==> src/rtl/axi_master_pkg.sv <==
// Shared types and constants for the single-outstanding AXI4 manager port.
package axi_master_pkg;

    localparam int AXI_ID_BITS    = 4;
    localparam int AXI_LEN_BITS   = 4;
    localparam int AXI_SIZE_BITS  = 3;
    localparam int AXI_BURST_BITS = 2;

    typedef enum logic [2:0] {
        IDLE    = 3'd0,
        RD_ADDR = 3'd1,
        RD_DATA = 3'd2,
        WR_ADDR = 3'd3,
        WR_DATA = 3'd4,
        WR_RESP = 3'd5
    } state_t;

    localparam logic [1:0] RESP_OKAY   = 2'b00;
    localparam logic [1:0] RESP_EXOKAY = 2'b01;
    localparam logic [1:0] RESP_SLVERR = 2'b10;
    localparam logic [1:0] RESP_DECERR = 2'b11;

    localparam logic [AXI_SIZE_BITS-1:0]  SIZE_WORD  = 3'b010;
    localparam logic [AXI_BURST_BITS-1:0] BURST_INCR = 2'b01;

    // Response severity follows the encoding order, so "worst" is a plain max.
    function automatic logic [1:0] worst_resp(input logic [1:0] a, input logic [1:0] b);
        return (a > b) ? a : b;
    endfunction

endpackage

==> src/rtl/axi_master_if.sv <==
// AXI4 manager port: one read or write burst in flight, AW strictly before W.
// Optional error log (err_flag/err_addr) built when AXI_MASTER_ERRLOG_EN is defined.
//
// state   | meaning
// IDLE    | req_ready high, waiting for a core request
// RD_ADDR | ARVALID held until ARREADY
// RD_DATA | RREADY high, beats forwarded to core until RLAST
// WR_ADDR | AWVALID held until AWREADY
// WR_DATA | core write stream passed through to W, WLAST on beat len
// WR_RESP | BREADY high until the B handshake
module axi_master_if
    import axi_master_pkg::*;
#(
    parameter int MASTER_ID = 0,
    parameter int ADDR_W    = 32,
    parameter int DATA_W    = 32
) (
    input  logic                      clk,
    input  logic                      rst,

    input  logic                      req_valid,
    output logic                      req_ready,
    input  logic                      req_write,
    input  logic [ADDR_W-1:0]         req_addr,
    input  logic [3:0]                req_len,

    input  logic                      wd_valid,
    output logic                      wd_ready,
    input  logic [DATA_W-1:0]         wd_data,
    input  logic [DATA_W/8-1:0]       wd_strb,

    output logic                      rd_valid,
    output logic [DATA_W-1:0]         rd_data,
    output logic                      rd_last,

    output logic                      done,
    output logic [1:0]                done_resp,
`ifdef AXI_MASTER_ERRLOG_EN
    output logic                      err_flag,
    output logic [ADDR_W-1:0]         err_addr,
`endif

    output logic [AXI_ID_BITS-1:0]    ARID,
    output logic [ADDR_W-1:0]         ARADDR,
    output logic [AXI_LEN_BITS-1:0]   ARLEN,
    output logic [AXI_SIZE_BITS-1:0]  ARSIZE,
    output logic [AXI_BURST_BITS-1:0] ARBURST,
    output logic                      ARVALID,
    input  logic                      ARREADY,

    input  logic [AXI_ID_BITS-1:0]    RID,
    input  logic [DATA_W-1:0]         RDATA,
    input  logic [1:0]                RRESP,
    input  logic                      RLAST,
    input  logic                      RVALID,
    output logic                      RREADY,

    output logic [AXI_ID_BITS-1:0]    AWID,
    output logic [ADDR_W-1:0]         AWADDR,
    output logic [AXI_LEN_BITS-1:0]   AWLEN,
    output logic [AXI_SIZE_BITS-1:0]  AWSIZE,
    output logic [AXI_BURST_BITS-1:0] AWBURST,
    output logic                      AWVALID,
    input  logic                      AWREADY,

    output logic [DATA_W-1:0]         WDATA,
    output logic [DATA_W/8-1:0]       WSTRB,
    output logic                      WLAST,
    output logic                      WVALID,
    input  logic                      WREADY,

    input  logic [AXI_ID_BITS-1:0]    BID,
    input  logic [1:0]                BRESP,
    input  logic                      BVALID,
    output logic                      BREADY
);

    localparam logic [AXI_ID_BITS-1:0] ID_VAL = AXI_ID_BITS'(MASTER_ID);

    state_t              state;
    logic [ADDR_W-1:0]   addr_q;
    logic [3:0]          len_q;
    logic [3:0]          beat_cnt;
    logic [1:0]          resp_acc;
    logic                req_ready_q;
    logic                arvalid_q;
    logic                rready_q;
    logic                awvalid_q;
    logic                wr_phase_q;
    logic                bready_q;
    logic                done_q;
    logic [1:0]          done_resp_q;

    logic                w_hs;
    logic                r_cnt_err;
    logic [1:0]          r_resp_next;
    logic [1:0]          b_resp_next;
    logic                finish;
    logic [1:0]          fin_resp;

    assign ARID    = ID_VAL;
    assign ARADDR  = addr_q;
    assign ARLEN   = len_q;
    assign ARSIZE  = SIZE_WORD;
    assign ARBURST = BURST_INCR;
    assign ARVALID = arvalid_q;
    assign RREADY  = rready_q;

    assign AWID    = ID_VAL;
    assign AWADDR  = addr_q;
    assign AWLEN   = len_q;
    assign AWSIZE  = SIZE_WORD;
    assign AWBURST = BURST_INCR;
    assign AWVALID = awvalid_q;

    assign WVALID   = wr_phase_q & wd_valid;
    assign wd_ready = wr_phase_q & WREADY;
    assign WDATA    = wd_data;
    assign WSTRB    = wd_strb;
    assign WLAST    = wr_phase_q & (beat_cnt == len_q);
    assign BREADY   = bready_q;

    assign rd_valid  = rready_q & RVALID;
    assign rd_data   = RDATA;
    assign rd_last   = rready_q & RLAST;
    assign req_ready = req_ready_q;
    assign done      = done_q;
    assign done_resp = done_resp_q;

    assign w_hs = WVALID & WREADY;

    // Early RLAST, or a beat beyond len without RLAST, both count as a length error.
    assign r_cnt_err   = RLAST ? (beat_cnt != len_q) : (beat_cnt == len_q);
    assign r_resp_next = worst_resp(worst_resp(resp_acc, RRESP),
                                    worst_resp((RID != ID_VAL) ? RESP_SLVERR : RESP_OKAY,
                                               r_cnt_err ? RESP_SLVERR : RESP_OKAY));
    assign b_resp_next = worst_resp(worst_resp(resp_acc, BRESP),
                                    (BID != ID_VAL) ? RESP_SLVERR : RESP_OKAY);

    assign finish   = ((state == RD_DATA) & RVALID & RLAST) | ((state == WR_RESP) & BVALID);
    assign fin_resp = (state == WR_RESP) ? b_resp_next : r_resp_next;

    always_ff @(posedge clk or negedge rst) begin
        if (!rst) begin
            state       <= IDLE;
            addr_q      <= '0;
            len_q       <= '0;
            beat_cnt    <= '0;
            resp_acc    <= RESP_OKAY;
            req_ready_q <= 1'b1;
            arvalid_q   <= 1'b0;
            rready_q    <= 1'b0;
            awvalid_q   <= 1'b0;
            wr_phase_q  <= 1'b0;
            bready_q    <= 1'b0;
            done_q      <= 1'b0;
            done_resp_q <= RESP_OKAY;
        end else begin
            done_q <= 1'b0;
            if (finish) begin
                done_q      <= 1'b1;
                done_resp_q <= fin_resp;
            end
            case (state)
                IDLE: begin
                    if (req_valid) begin
                        addr_q      <= req_addr;
                        len_q       <= req_len;
                        beat_cnt    <= '0;
                        resp_acc    <= RESP_OKAY;
                        req_ready_q <= 1'b0;
                        if (req_write) begin
                            awvalid_q <= 1'b1;
                            state     <= WR_ADDR;
                        end else begin
                            arvalid_q <= 1'b1;
                            state     <= RD_ADDR;
                        end
                    end
                end
                RD_ADDR: begin
                    if (ARREADY) begin
                        arvalid_q <= 1'b0;
                        rready_q  <= 1'b1;
                        state     <= RD_DATA;
                    end
                end
                RD_DATA: begin
                    if (RVALID) begin
                        beat_cnt <= beat_cnt + 4'd1;
                        resp_acc <= r_resp_next;
                        if (RLAST) begin
                            rready_q    <= 1'b0;
                            req_ready_q <= 1'b1;
                            state       <= IDLE;
                        end
                    end
                end
                WR_ADDR: begin
                    if (AWREADY) begin
                        awvalid_q  <= 1'b0;
                        wr_phase_q <= 1'b1;
                        state      <= WR_DATA;
                    end
                end
                WR_DATA: begin
                    if (w_hs) begin
                        beat_cnt <= beat_cnt + 4'd1;
                        if (WLAST) begin
                            wr_phase_q <= 1'b0;
                            bready_q   <= 1'b1;
                            state      <= WR_RESP;
                        end
                    end
                end
                WR_RESP: begin
                    if (BVALID) begin
                        bready_q    <= 1'b0;
                        req_ready_q <= 1'b1;
                        state       <= IDLE;
                    end
                end
                default: begin
                    state       <= IDLE;
                    req_ready_q <= 1'b1;
                end
            endcase
        end
    end

`ifdef AXI_MASTER_ERRLOG_EN
    logic              err_flag_q;
    logic [ADDR_W-1:0] err_addr_q;

    // Only the first failing transaction is logged; it sticks until reset.
    always_ff @(posedge clk or negedge rst) begin
        if (!rst) begin
            err_flag_q <= 1'b0;
            err_addr_q <= '0;
        end else if (finish && (fin_resp >= RESP_SLVERR) && !err_flag_q) begin
            err_flag_q <= 1'b1;
            err_addr_q <= addr_q;
        end
    end

    assign err_flag = err_flag_q;
    assign err_addr = err_addr_q;
`endif

endmodule

==> config.mk <==
export PLATFORM = sky130hd
export DESIGN_NAME = axi_master_if
export DESIGN_NICKNAME = d
export VERILOG_FILES = /design/src/rtl/axi_master_pkg.sv /design/src/rtl/axi_master_if.sv
export SDC_FILE = /design/constraint.sdc
export NUM_CORES = 1
export LEC_CHECK = 0
export ABC_AREA = 1
export CAP_MARGIN = 15
export CELL_PAD_IN_SITES_DETAIL_PLACEMENT = 2
export CELL_PAD_IN_SITES_GLOBAL_PLACEMENT = 2
export CORE_MARGIN = 5
export CORE_UTILIZATION = 16
export DETAILED_ROUTE_END_ITERATION = 10
export GPL_ROUTABILITY_DRIVEN = 0
export PLACE_DENSITY = 0.83
export SYNTH_ARGS = -nofsm -noshare
export SYNTH_HDL_FRONTEND = slang
export SYNTH_SLANG_ARGS = --single-unit
export TNS_END_PERCENT = 50
==> constraint.sdc <==
create_clock -name clk -period 2.2 [get_ports clk]
set_input_delay 0.33 -clock clk [delete_from_list [all_inputs] [get_ports clk]]
set_output_delay 0.33 -clock clk [all_outputs]
set_load 0.005 [all_outputs]
==> impl_metrics.sql, run 1 <==
INSERT INTO impl_metrics (metric_group, metric, value, unit) VALUES
('place', 'place_worst_setup_slack', '-0.176', 'ns'),
('floorplan', 'chip_width', '162', 'um'),
('routing', 'wire_per_inst', '14.6', 'um'),
('worst_setup_path', 'rr_startpoint', 'beat_cnt[0]', ''),
('worst_setup_path', 'worstRegToRegCells', '14', ''),
('worst_setup_path', 'worstPathArrival', '2.15', 'ns'),
('synth', 'muxShareOfSynthArea', '0', '%'),
('cells_and_area', 'finalCoreUtilization', '21.4', '%'),
('grt', 'grt_start_max_net_pins', '37', ''),
('floorplan', 'design.portCount', '298', ''),
('routing', 'drcViolationCount', '0', ''),
('hold_path', 'min_delay_worst_endpoint', 'done_resp[0]', ''),
('floorplan', 'core-area', '22600', 'um2'),
('cells_and_area', 'layout_cell_share_with_drive_strength_beyond_1', '9.69', '%'),
('routing', 'postRouteWirelength', '11.7', 'mm'),
('hold_path', 'hold-path-cell-count', '2', ''),
('power_and_ir_drop', 'powerDensity', '1230', 'nW/um2'),
('clock_tree', 'cts_tree', 'built', ''),
('grt', 'grt_util_all_layers', '8.62', '%'),
('synth', 'avgSynthCellArea', '7.86', 'um2'),
('sta', 'timing.final.max_slew_violations', '0', ''),
('worst_setup_path', 'end_kind', 'flip-flop', ''),
('floorplan', 'core.rowCount', '55', ''),
('clock_tree', 'clock_tree.root_cell', 'sky130_fd_sc_hd__clkbuf_16', ''),
('power_and_ir_drop', 'max-vdd-ir-drop', '281', 'uV'),
('routing', 'routed-via-count', '2973', ''),
('synth', 'synthXorXnorAreaFrac', '0.238', '%'),
('worst_setup_path', 'critical_path_peak_fanout', '4', ''),
('sta', 'fin_worst_hold_slack', '0.494', 'ns'),
('hold_path', 'min-delay-start', 'done_resp[0]', ''),
('power_and_ir_drop', 'leakage_power', '2.28', 'nW'),
('clock_tree', 'cts_buffers', '5', ''),
('clock_tree', 'clk-insertion-delay-late', '0.30', 'ns'),
('grt', 'global_route.overflow_total', '0', ''),
('sta', 'setup_viol', '0', ''),
('routing', 'drt_first_pass_iters', '4', ''),
('clock_tree', 'cts_max_path_buffers', '2', ''),
('worst_setup_path', 'worst_r2r_endpoint', 'resp_acc[1]', ''),
('hold_path', 'min_path_type', 'reg2reg', ''),
('grt', 'antenna_found_initial', '0', ''),
('grt', 'number_of_global_route_vias_before_repair', '3315', ''),
('sta', 'finalHoldViolations', '0', ''),
('synth', 'synth.lib_cells_used.distinct', '37', ''),
('synth', 'async_sr_flop_fraction', '100', '%'),
('clock_tree', 'clkSinkCount', '54', ''),
('cells_and_area', 'filler_cell_count', '2625', ''),
('outcome', 'outcome', 'complete, no violations', ''),
('synth', 'yosys.area_share.adder', '3.40', '%'),
('clock_tree', 'clk_transition_reported_paths', '0.08', 'ns'),
('place', 'placed_cells', '785', ''),
('sta', 'finalSetupTns', '0', 'ns'),
('sta', 'final_cycle_share', '89.6', '%'),
('synth', 'largest_family_of_logic_cells_by_synthesized_area', 'buffers and inverters', ''),
('synth', 'synthSimpleGateAreaFrac', '25.3', '%'),
('cells_and_area', 'design.final.nets', '652', ''),
('cells_and_area', 'layoutNonFillerInstCount', '802', ''),
('worst_setup_path', 'critical_path.startpoint_type', 'flip-flop', ''),
('synth', 'yosysWarnings', '0', ''),
('synth', 'syn-instance-count', '468', ''),
('worst_setup_path', 'setup.reg_to_reg.worst_slack', '0.23', 'ns'),
('synth', 'synth_seq_area_share', '36.8', '%'),
('worst_setup_path', 'crit_type', 'reg2reg', ''),
('sta', 'fin_ws', '0.229', 'ns'),
('place', 'port_buffers', '143', ''),
('synth', 'postSynth.topFlopCell', 'sky130_fd_sc_hd__dfrtp_1', ''),
('floorplan', 'floorplan.initialDensity', '16.3', '%'),
('grt', 'grt_pass1_wl', '18.1', 'mm'),
('sta', 'maximum_operating_frequency', '507', 'MHz'),
('synth', 'postSynthRegisterBits', '54', ''),
('synth', 'synth.cell_area', '3680', 'um2'),
('synth', 'number_of_enable_type_register_cells_in_the_synthesized_netlist', '0', ''),
('clock_tree', 'htree_num_levels', '2', ''),
('routing', 'dr.first_iter.drc_count', '58', ''),
('job', 'max-cap-violations', '0', ''),
('synth', 'synth_compound_area_share', '3.94', '%'),
('cells_and_area', 'syn_to_final_growth', '31.4', '%'),
('sta', 'final.min_clock_period', '1.97', 'ns'),
('floorplan', 'floorplan.die.height', '162', 'um'),
('routing', 'drt.antenna.violating_nets', '0', ''),
('worst_setup_path', 'worst-endpoint-required', '2.38', 'ns'),
('routing', 'via_per_inst', '3.71', ''),
('sta', 'finClkSkew', '0.00534', 'ns'),
('place', 'place.detailed.hpwl', '9.29', 'mm'),
('floorplan', 'design.die.area', '26100', 'um2');
[state kept, by name (all words and copies together), names as in the netlist, 2 cells and up]
| register | flops |
|---|---|
| ARLEN | 4 |
| ARADDR | 32 |
| resp_acc | 2 |
| state | 3 |
| beat_cnt | 4 |
| done_resp | 2 |
[worst max path at each step]
| stage | startpoint | endpoint | depth (start not counted) |
|---|---|---|---|
| floorplan | ARLEN[1] | done_resp[1] | 14 |
| global placement | RID[1] | resp_acc[1] | 10 |
| detailed placement | RID[1] | resp_acc[1] | 10 |
| CTS | ARLEN[1] | resp_acc[1] | 14 |
| global route | ARLEN[3] | resp_acc[1] | 15 |
| finish | beat_cnt[0] | resp_acc[1] | 14 |
[layout by cell type, fill, tap and decap left out, types with 7 or more instances in the layout]
| cell type | n |
|---|---|
| sky130_fd_sc_hd__nand2_1 | 154 |
| sky130_fd_sc_hd__nor2_1 | 14 |
| sky130_fd_sc_hd__dfrtp_1 | 53 |
| sky130_fd_sc_hd__clkdlybuf4s50_1 | 141 |
| sky130_fd_sc_hd__buf_4 | 8 |
| sky130_fd_sc_hd__nand2_2 | 7 |
| sky130_fd_sc_hd__conb_1 | 18 |
| sky130_fd_sc_hd__ha_1 | 10 |
| sky130_fd_sc_hd__nand3_1 | 13 |
| sky130_fd_sc_hd__inv_1 | 31 |
| sky130_fd_sc_hd__o21ai_0 | 10 |
[synthesized netlist by cell type (2+ instances only)]
library cell	number	share of area (%)
sky130_fd_sc_hd__nor2_1	16	1.6
sky130_fd_sc_hd__ha_1	10	3.4
sky130_fd_sc_hd__dfrtp_1	53	36
sky130_fd_sc_hd__o21ai_0	10	1.4
sky130_fd_sc_hd__a21oi_2	2	0.48
sky130_fd_sc_hd__nand4_1	6	1.0
sky130_fd_sc_hd__o21bai_1	2	0.41
sky130_fd_sc_hd__o21ai_1	3	0.41
sky130_fd_sc_hd__nand2_2	6	1.0
sky130_fd_sc_hd__buf_4	127	26
sky130_fd_sc_hd__conb_1	2	0.20
sky130_fd_sc_hd__nor2_4	3	0.92
sky130_fd_sc_hd__buf_2	2	0.27
sky130_fd_sc_hd__nor4_1	2	0.34
sky130_fd_sc_hd__nand2_1	155	16
sky130_fd_sc_hd__inv_1	31	3.2
sky130_fd_sc_hd__inv_2	6	0.61
sky130_fd_sc_hd__nand3_1	13	1.8
[power breakdown]
group / total [mW] / switching (mW) / internal, mW
Combinational: 3.26 / 1.46 / 1.80
Sequential: 1.84 / 0.405 / 1.43
Clock: 0.853 / 0.399 / 0.454
[area by class of cell]
class	count	area (um2)	share of cell area, %
Antenna cell	1	2.50	0.0518
Clock buffer	7	143	2.95
Clock inverter	1	5.00	0.104
Inverter	38	144	2.98
Multi-Input combinational cell	262	1300	26.8
Sequential cell	54	1350	28.0
Tap cell	285	357	7.38
Timing Repair Buffer	154	1540	31.8
[kinds of logic (layout without fill, tap and decap cells)]
kind of cell    count (synthesis)  count (layout)
other cells                     2              19
fa+ha+maj                      10              10
simple gates                  211             211
flops                          54              54
xor+xnor                        1               1
buf+inv                       168             200
compound gates                 22              22
[stage by stage]
step / area, um2 / total power [mW]
4_1_cts: 4760 / 6.02
6_report: 4830 / 5.95
2_1_floorplan: 3740 / 3.59
5_1_grt: 4830 / 6.50
3_3_place_gp: 4600 / 4.99
3_5_place_dp: 4600 / 5.10
[worst max-delay path, cell delays in order (launching register included)]
cell,delay [ns]
sky130_fd_sc_hd__dfrtp_1,0.40
sky130_fd_sc_hd__inv_1,0.09
sky130_fd_sc_hd__nand2_1,0.06
sky130_fd_sc_hd__nand2_1,0.07
sky130_fd_sc_hd__nor2_4,0.13
sky130_fd_sc_hd__nand2_2,0.08
sky130_fd_sc_hd__nand2_1,0.06
sky130_fd_sc_hd__nand3_1,0.09
sky130_fd_sc_hd__inv_1,0.08
sky130_fd_sc_hd__ha_1,0.23
sky130_fd_sc_hd__or2_4,0.25
sky130_fd_sc_hd__nand3_1,0.11
sky130_fd_sc_hd__nand2_1,0.06
sky130_fd_sc_hd__nand2_1,0.05
sky130_fd_sc_hd__o21ai_0,0.07
[layer usage]
layer	share of wire (%)	global-route usage [%]	wire length [um]
met1	40	9.85	4730
met2	52	15.6	6080
met3	5.7	2.36	664
met4	2.2	2.77	258
met5	0	0	0
[repair_timing]
item                                    CTS  global route
hold buffers                              1             0
buffers inserted                          0             7
gates resized for setup                   2             5
endpoints found under the setup margin    3             5
hold endpoints to repair                 17             0
pin swaps                                 0             2
(Power assumes the default switching activity.)
==> run 2, diff against run 1 <==
--- a/config.mk
+++ b/config.mk
@@ -12,7 +12,6 @@
 export CORE_MARGIN = 5
 export CORE_UTILIZATION = 16
 export DETAILED_ROUTE_END_ITERATION = 10
-export GPL_ROUTABILITY_DRIVEN = 0
 export PLACE_DENSITY = 0.83
 export SYNTH_ARGS = -nofsm -noshare
 export SYNTH_HDL_FRONTEND = slang
==> results of run 2 <==
No change in the layout: final DEF, timing and power equal those of run 1.
==> run 3, diff against run 2 <==
--- a/config.mk
+++ b/config.mk
@@ -5,14 +5,14 @@
 export SDC_FILE = /design/constraint.sdc
 export NUM_CORES = 1
 export LEC_CHECK = 0
-export ABC_AREA = 1
 export CAP_MARGIN = 15
 export CELL_PAD_IN_SITES_DETAIL_PLACEMENT = 2
 export CELL_PAD_IN_SITES_GLOBAL_PLACEMENT = 2
 export CORE_MARGIN = 5
-export CORE_UTILIZATION = 16
+export CORE_UTILIZATION = 17
 export DETAILED_ROUTE_END_ITERATION = 10
-export PLACE_DENSITY = 0.83
+export PLACE_DENSITY = 0.82
+export SLEW_MARGIN = 20
 export SYNTH_ARGS = -nofsm -noshare
 export SYNTH_HDL_FRONTEND = slang
 export SYNTH_SLANG_ARGS = --single-unit
==> run 3 against run 2 <==
  * The run now ends with negative setup slack left
  * Via count shrank 12%
  * Wire length shrank 5.2%
  * Total power up 7.5%
  * Combinational power increased by 12%
  * Clock skew increased by 0.0052 ns
  * Synthesized area shrank 0.24%
  * Sequential share of layout area fell by 0.56 points
  * Core utilization grew 2.0 points
  * Design area increased by 2.0%
  * Final cell count shrank 14%
  * Non-clock buffer count rose by 15
  * Critical path type unchanged
==> impl_metrics.sql, run 3 <==
INSERT INTO impl_metrics (metric_group, metric, value, unit) VALUES
('clock_tree', 'clk_transition_reported_paths', '0.07', 'ns'),
('cells_and_area', 'most-common-layout-cells', '141 x sky130_fd_sc_hd__clkdlybuf4s50_1, 53 x sky130_fd_sc_hd__dfrtp_1, 40 x sky130_fd_sc_hd__mux2_2', ''),
('synth', 'muxShareOfSynthArea', '13.9', '%'),
('cells_and_area', 'sequential_cell_area', '1350', 'um2'),
('synth', 'postSynth.topFlopCell', 'sky130_fd_sc_hd__dfrtp_1', ''),
('clock_tree', 'cts_buffers', '5', ''),
('routing', 'drcViolationCount', '0', ''),
('cells_and_area', 'antenna-diode-count', '0', ''),
('clock_tree', 'htree_num_levels', '2', ''),
('grt', 'grt_start_max_net_pins', '40', ''),
('worst_setup_path', 'critPathSlowestCell', 'sky130_fd_sc_hd__dfrtp_1', ''),
('synth', 'synthXorXnorAreaFrac', '1.67', '%'),
('routing', 'via_per_inst', '3.77', ''),
('sta', 'finClkSkew', '0.0105', 'ns'),
('sta', 'finalSetupTns', '-0.794', 'ns'),
('routing', 'drt_first_pass_iters', '4', ''),
('routing', 'routed-via-count', '2609', ''),
('place', 'place.gp.congestion', '0.757', ''),
('synth', 'largest_family_of_logic_cells_by_synthesized_area', 'buffers and inverters', ''),
('worst_setup_path', 'crit_type', 'reg2reg', ''),
('power_and_ir_drop', 'powerDensity', '1300', 'nW/um2'),
('grt', 'number_of_global_route_vias_before_repair', '2946', ''),
('place', 'placed_cells', '682', ''),
('job', 'max-cap-violations', '0', ''),
('sta', 'final.min_clock_period', '2.48', 'ns'),
('sta', 'maximum_operating_frequency', '404', 'MHz'),
('sta', 'max_slew_margin', '65.0', '%'),
('synth', 'synthDominantAreaCellType', 'sky130_fd_sc_hd__dfrtp_1', ''),
('synth', 'synth_common_cells', '124 x sky130_fd_sc_hd__buf_4, 53 x sky130_fd_sc_hd__dfrtp_1, 41 x sky130_fd_sc_hd__mux2_2', ''),
('place', 'port_buffers', '143', ''),
('cells_and_area', 'layoutNonFillerInstCount', '692', ''),
('worst_setup_path', 'rr_startpoint', 'beat_cnt[1]', ''),
('synth', 'synth_most_common_cell', 'sky130_fd_sc_hd__buf_4', ''),
('cells_and_area', 'finalCoreUtilization', '23.3', '%'),
('place', 'place.detailed.hpwl', '9.20', 'mm'),
('synth', 'avgSynthCellArea', '10.3', 'um2'),
('sta', 'final_cycle_share', '113', '%'),
('routing', 'wire_per_inst', '16.1', 'um'),
('clock_tree', 'clk-insertion-delay-late', '0.30', 'ns'),
('synth', 'yosysWarnings', '0', ''),
('grt', 'grt_util_all_layers', '8.66', '%'),
('worst_setup_path', 'slowest_delay', '0.41', 'ns'),
('routing', 'drt.antenna.violating_nets', '0', ''),
('cells_and_area', 'final_design_area_no_fill', '4930', 'um2'),
('synth', 'synth_top_area_share', '36.1', '%'),
('floorplan', 'core-area', '21200', 'um2'),
('power_and_ir_drop', 'p_total', '6.39', 'mW'),
('worst_setup_path', 'critical_path_peak_fanout', '2', ''),
('clock_tree', 'clock_tree.root_cell', 'sky130_fd_sc_hd__clkbuf_16', ''),
('worst_setup_path', 'path_cells', 'xor2_2 > nor4_4 > buf_4 > mux2i_2 > ha_1 > or2_4 > o31ai_4 > mux2_4 > o41ai_2', ''),
('power_and_ir_drop', 'max-vdd-ir-drop', '295', 'uV'),
('routing', 'route.met3.wl', '1.01', 'mm'),
('clock_tree', 'clkSinkCount', '54', ''),
('synth', 'synth.lib_cells_used.distinct', '45', ''),
('cells_and_area', 'syn_to_final_growth', '34.4', '%'),
('cells_and_area', 'layout_commonest_cell', 'sky130_fd_sc_hd__clkdlybuf4s50_1', ''),
('outcome', 'violations_in_the_final_reports', 'negative setup slack', ''),
('synth', 'synth_compound_area_share', '7.26', '%'),
('routing', 'dr.first_iter.drc_count', '57', ''),
('outcome', 'outcome', 'finished with violations', ''),
('worst_setup_path', 'worst-endpoint-required', '2.40', 'ns'),
('routing', 'length_of_routed_met2_wiring', '5.58', 'mm'),
('floorplan', 'floorplan.die.height', '157', 'um'),
('floorplan', 'design.portCount', '298', ''),
('hold_path', 'min_path_type', 'reg2reg', ''),
('clock_tree', 'cts_max_path_buffers', '2', ''),
('worst_setup_path', 'setup.reg_to_reg.worst_slack', '-0.28', 'ns'),
('place', 'placement.cell_area', '4770', 'um2'),
('hold_path', 'min-delay-start', 'done_resp[0]', ''),
('synth', 'synth.area.top_cells', 'sky130_fd_sc_hd__dfrtp_1 36%, sky130_fd_sc_hd__buf_4 25%, sky130_fd_sc_hd__mux2_2 13%', ''),
('worst_setup_path', 'worstPathArrival', '2.68', 'ns'),
('floorplan', 'chip_width', '157', 'um'),
('cells_and_area', 'multiInputGateArea', '1390', 'um2'),
('grt', 'grt_pass1_wl', '16.7', 'mm'),
('synth', 'synthSimpleGateAreaFrac', '8.73', '%'),
('sta', 'setup_viol', '4', ''),
('floorplan', 'design.die.area', '24600', 'um2'),
('routing', 'wl_met1', '4.41', 'mm'),
('grt', 'antenna_found_initial', '0', ''),
('synth', 'async_sr_flop_fraction', '100', '%'),
('synth', 'yosys.area_share.adder', '3.41', '%'),
('sta', 'finalHoldViolations', '0', ''),
('worst_setup_path', 'end_kind', 'flip-flop', ''),
('clock_tree', 'cts_tree', 'built', ''),
('sta', 'timing.final.max_slew_violations', '0', ''),
('sta', 'rsz_0062_raised_after_global_routing', 'true', ''),
('worst_setup_path', 'critical_path.startpoint_type', 'flip-flop', ''),
('synth', 'number_of_enable_type_register_cells_in_the_synthesized_netlist', '0', ''),
('worst_setup_path', 'setup.worst_path.start', 'beat_cnt[1]', ''),
('sta', 'fin_ws', '-0.275', 'ns'),
('routing', 'postRouteWirelength', '11.1', 'mm'),
('cells_and_area', 'layout_cell_share_with_drive_strength_beyond_1', '20.9', '%'),
('synth', 'synth_seq_area_share', '36.8', '%'),
('power_and_ir_drop', 'leakage_power', '2.03', 'nW'),
('cells_and_area', 'filler_cell_count', '2361', ''),
('synth', 'syn-instance-count', '356', ''),
('routing', 'top_layer', 'met4', ''),
('floorplan', 'floorplan.initialDensity', '17.4', '%'),
('synth', 'synth.cell_area', '3670', 'um2'),
('grt', 'global_route.overflow_total', '0', ''),
('floorplan', 'core.rowCount', '53', ''),
('cells_and_area', 'largest_reg_flops', '32', ''),
('sta', 'max_slew.worst_pin.slew', '0.525', 'ns'),
('cells_and_area', 'design.final.nets', '553', ''),
('synth', 'postSynthRegisterBits', '54', '');
==> run 3: cell count changes after synthesis, sizes merged, moves of 4 or more <==
cell,before,now
nand2,163,16
o21ai,14,7
nand2b,0,5
o41ai,0,4
mux2i,0,5
nand3,14,4
mux2,0,41
inv,37,14
nor2,20,9
nand4,6,0
nor3,3,7
and2,0,4
==> run 3: timing repair <==
item | CTS | global route
hold buffers | 1 | 0
resized for setup | 2 | 0
buffers inserted | 1 | 0
pin swaps | 1 | 0
endpoints found under the setup margin | 5 | 4
hold endpoints to repair | 14 | 0
==> run 3: cell type report <==
type | instances | share of cell area [%]
well taps | 275 | 6.97
multi-input cells | 172 | 28.2
inverters | 14 | 1.07
clock inverters | 1 | 0.101
clock buffers | 7 | 2.89
flip-flops and latches | 54 | 27.4
repair buffers | 169 | 33.4
==> run 3: logic make-up (layout without fill, tap and decap cells) <==
kind of cell    Yosys count  after routing
compound gates           32             32
buf+inv                 146            191
simple gates             59             59
other cells               2             18
mux                      46             46
fa+ha+maj                10             10
xor+xnor                  7              7
flops                    54             54
==> run 3: path summary, 6_finish.rpt <==
path                       cells after the start            to
setup / recovery                               9   resp_acc[1]
hold / removal                                 1  done_resp[0]
setup reg to reg                               9   resp_acc[1]
hold reg to reg                                1  done_resp[0]
max in group asynchronous                      3    ARADDR[15]
min in group asynchronous                      2        RREADY
==> run 3: worst max-delay path: cells and delay by family, from the launching register on <==
family	cells	cell delay, ns
xor+xnor	1	0.19
flops	1	0.41
mux	2	0.56
simple gates	2	0.51
compound gates	2	0.26
buf+inv	1	0.18
fa+ha+maj	1	0.27
==> run 3: report_power, final <==
part	internal, mW	leakage (nW)	total [mW]	switching, mW
Clock	0.453	0.0739	0.825	0.372
Combinational	2.29	1.31	3.64	1.35
Sequential	1.47	0.646	1.93	0.458
==> run 3: per-layer routing <==
| metal | up-vias | global-route usage, % |
|---|---|---|
| li1 | 1171 | - |
| met1 | 1297 | 9.93 |
| met2 | 134 | 15.3 |
| met3 | 7 | 3.08 |
| met4 | 0 | 2.31 |
| met5 | - | 0 |
==> run 3: stage by stage <==
stage	hold WS (ns)	worst slack (ns)
after floorplan	0.0344	-0.109
after CTS	0.534	-0.316
after global routing	0.551	-0.371
after global placement	0.309	-0.472
final	0.523	-0.275
after detailed placement	0.322	-0.534
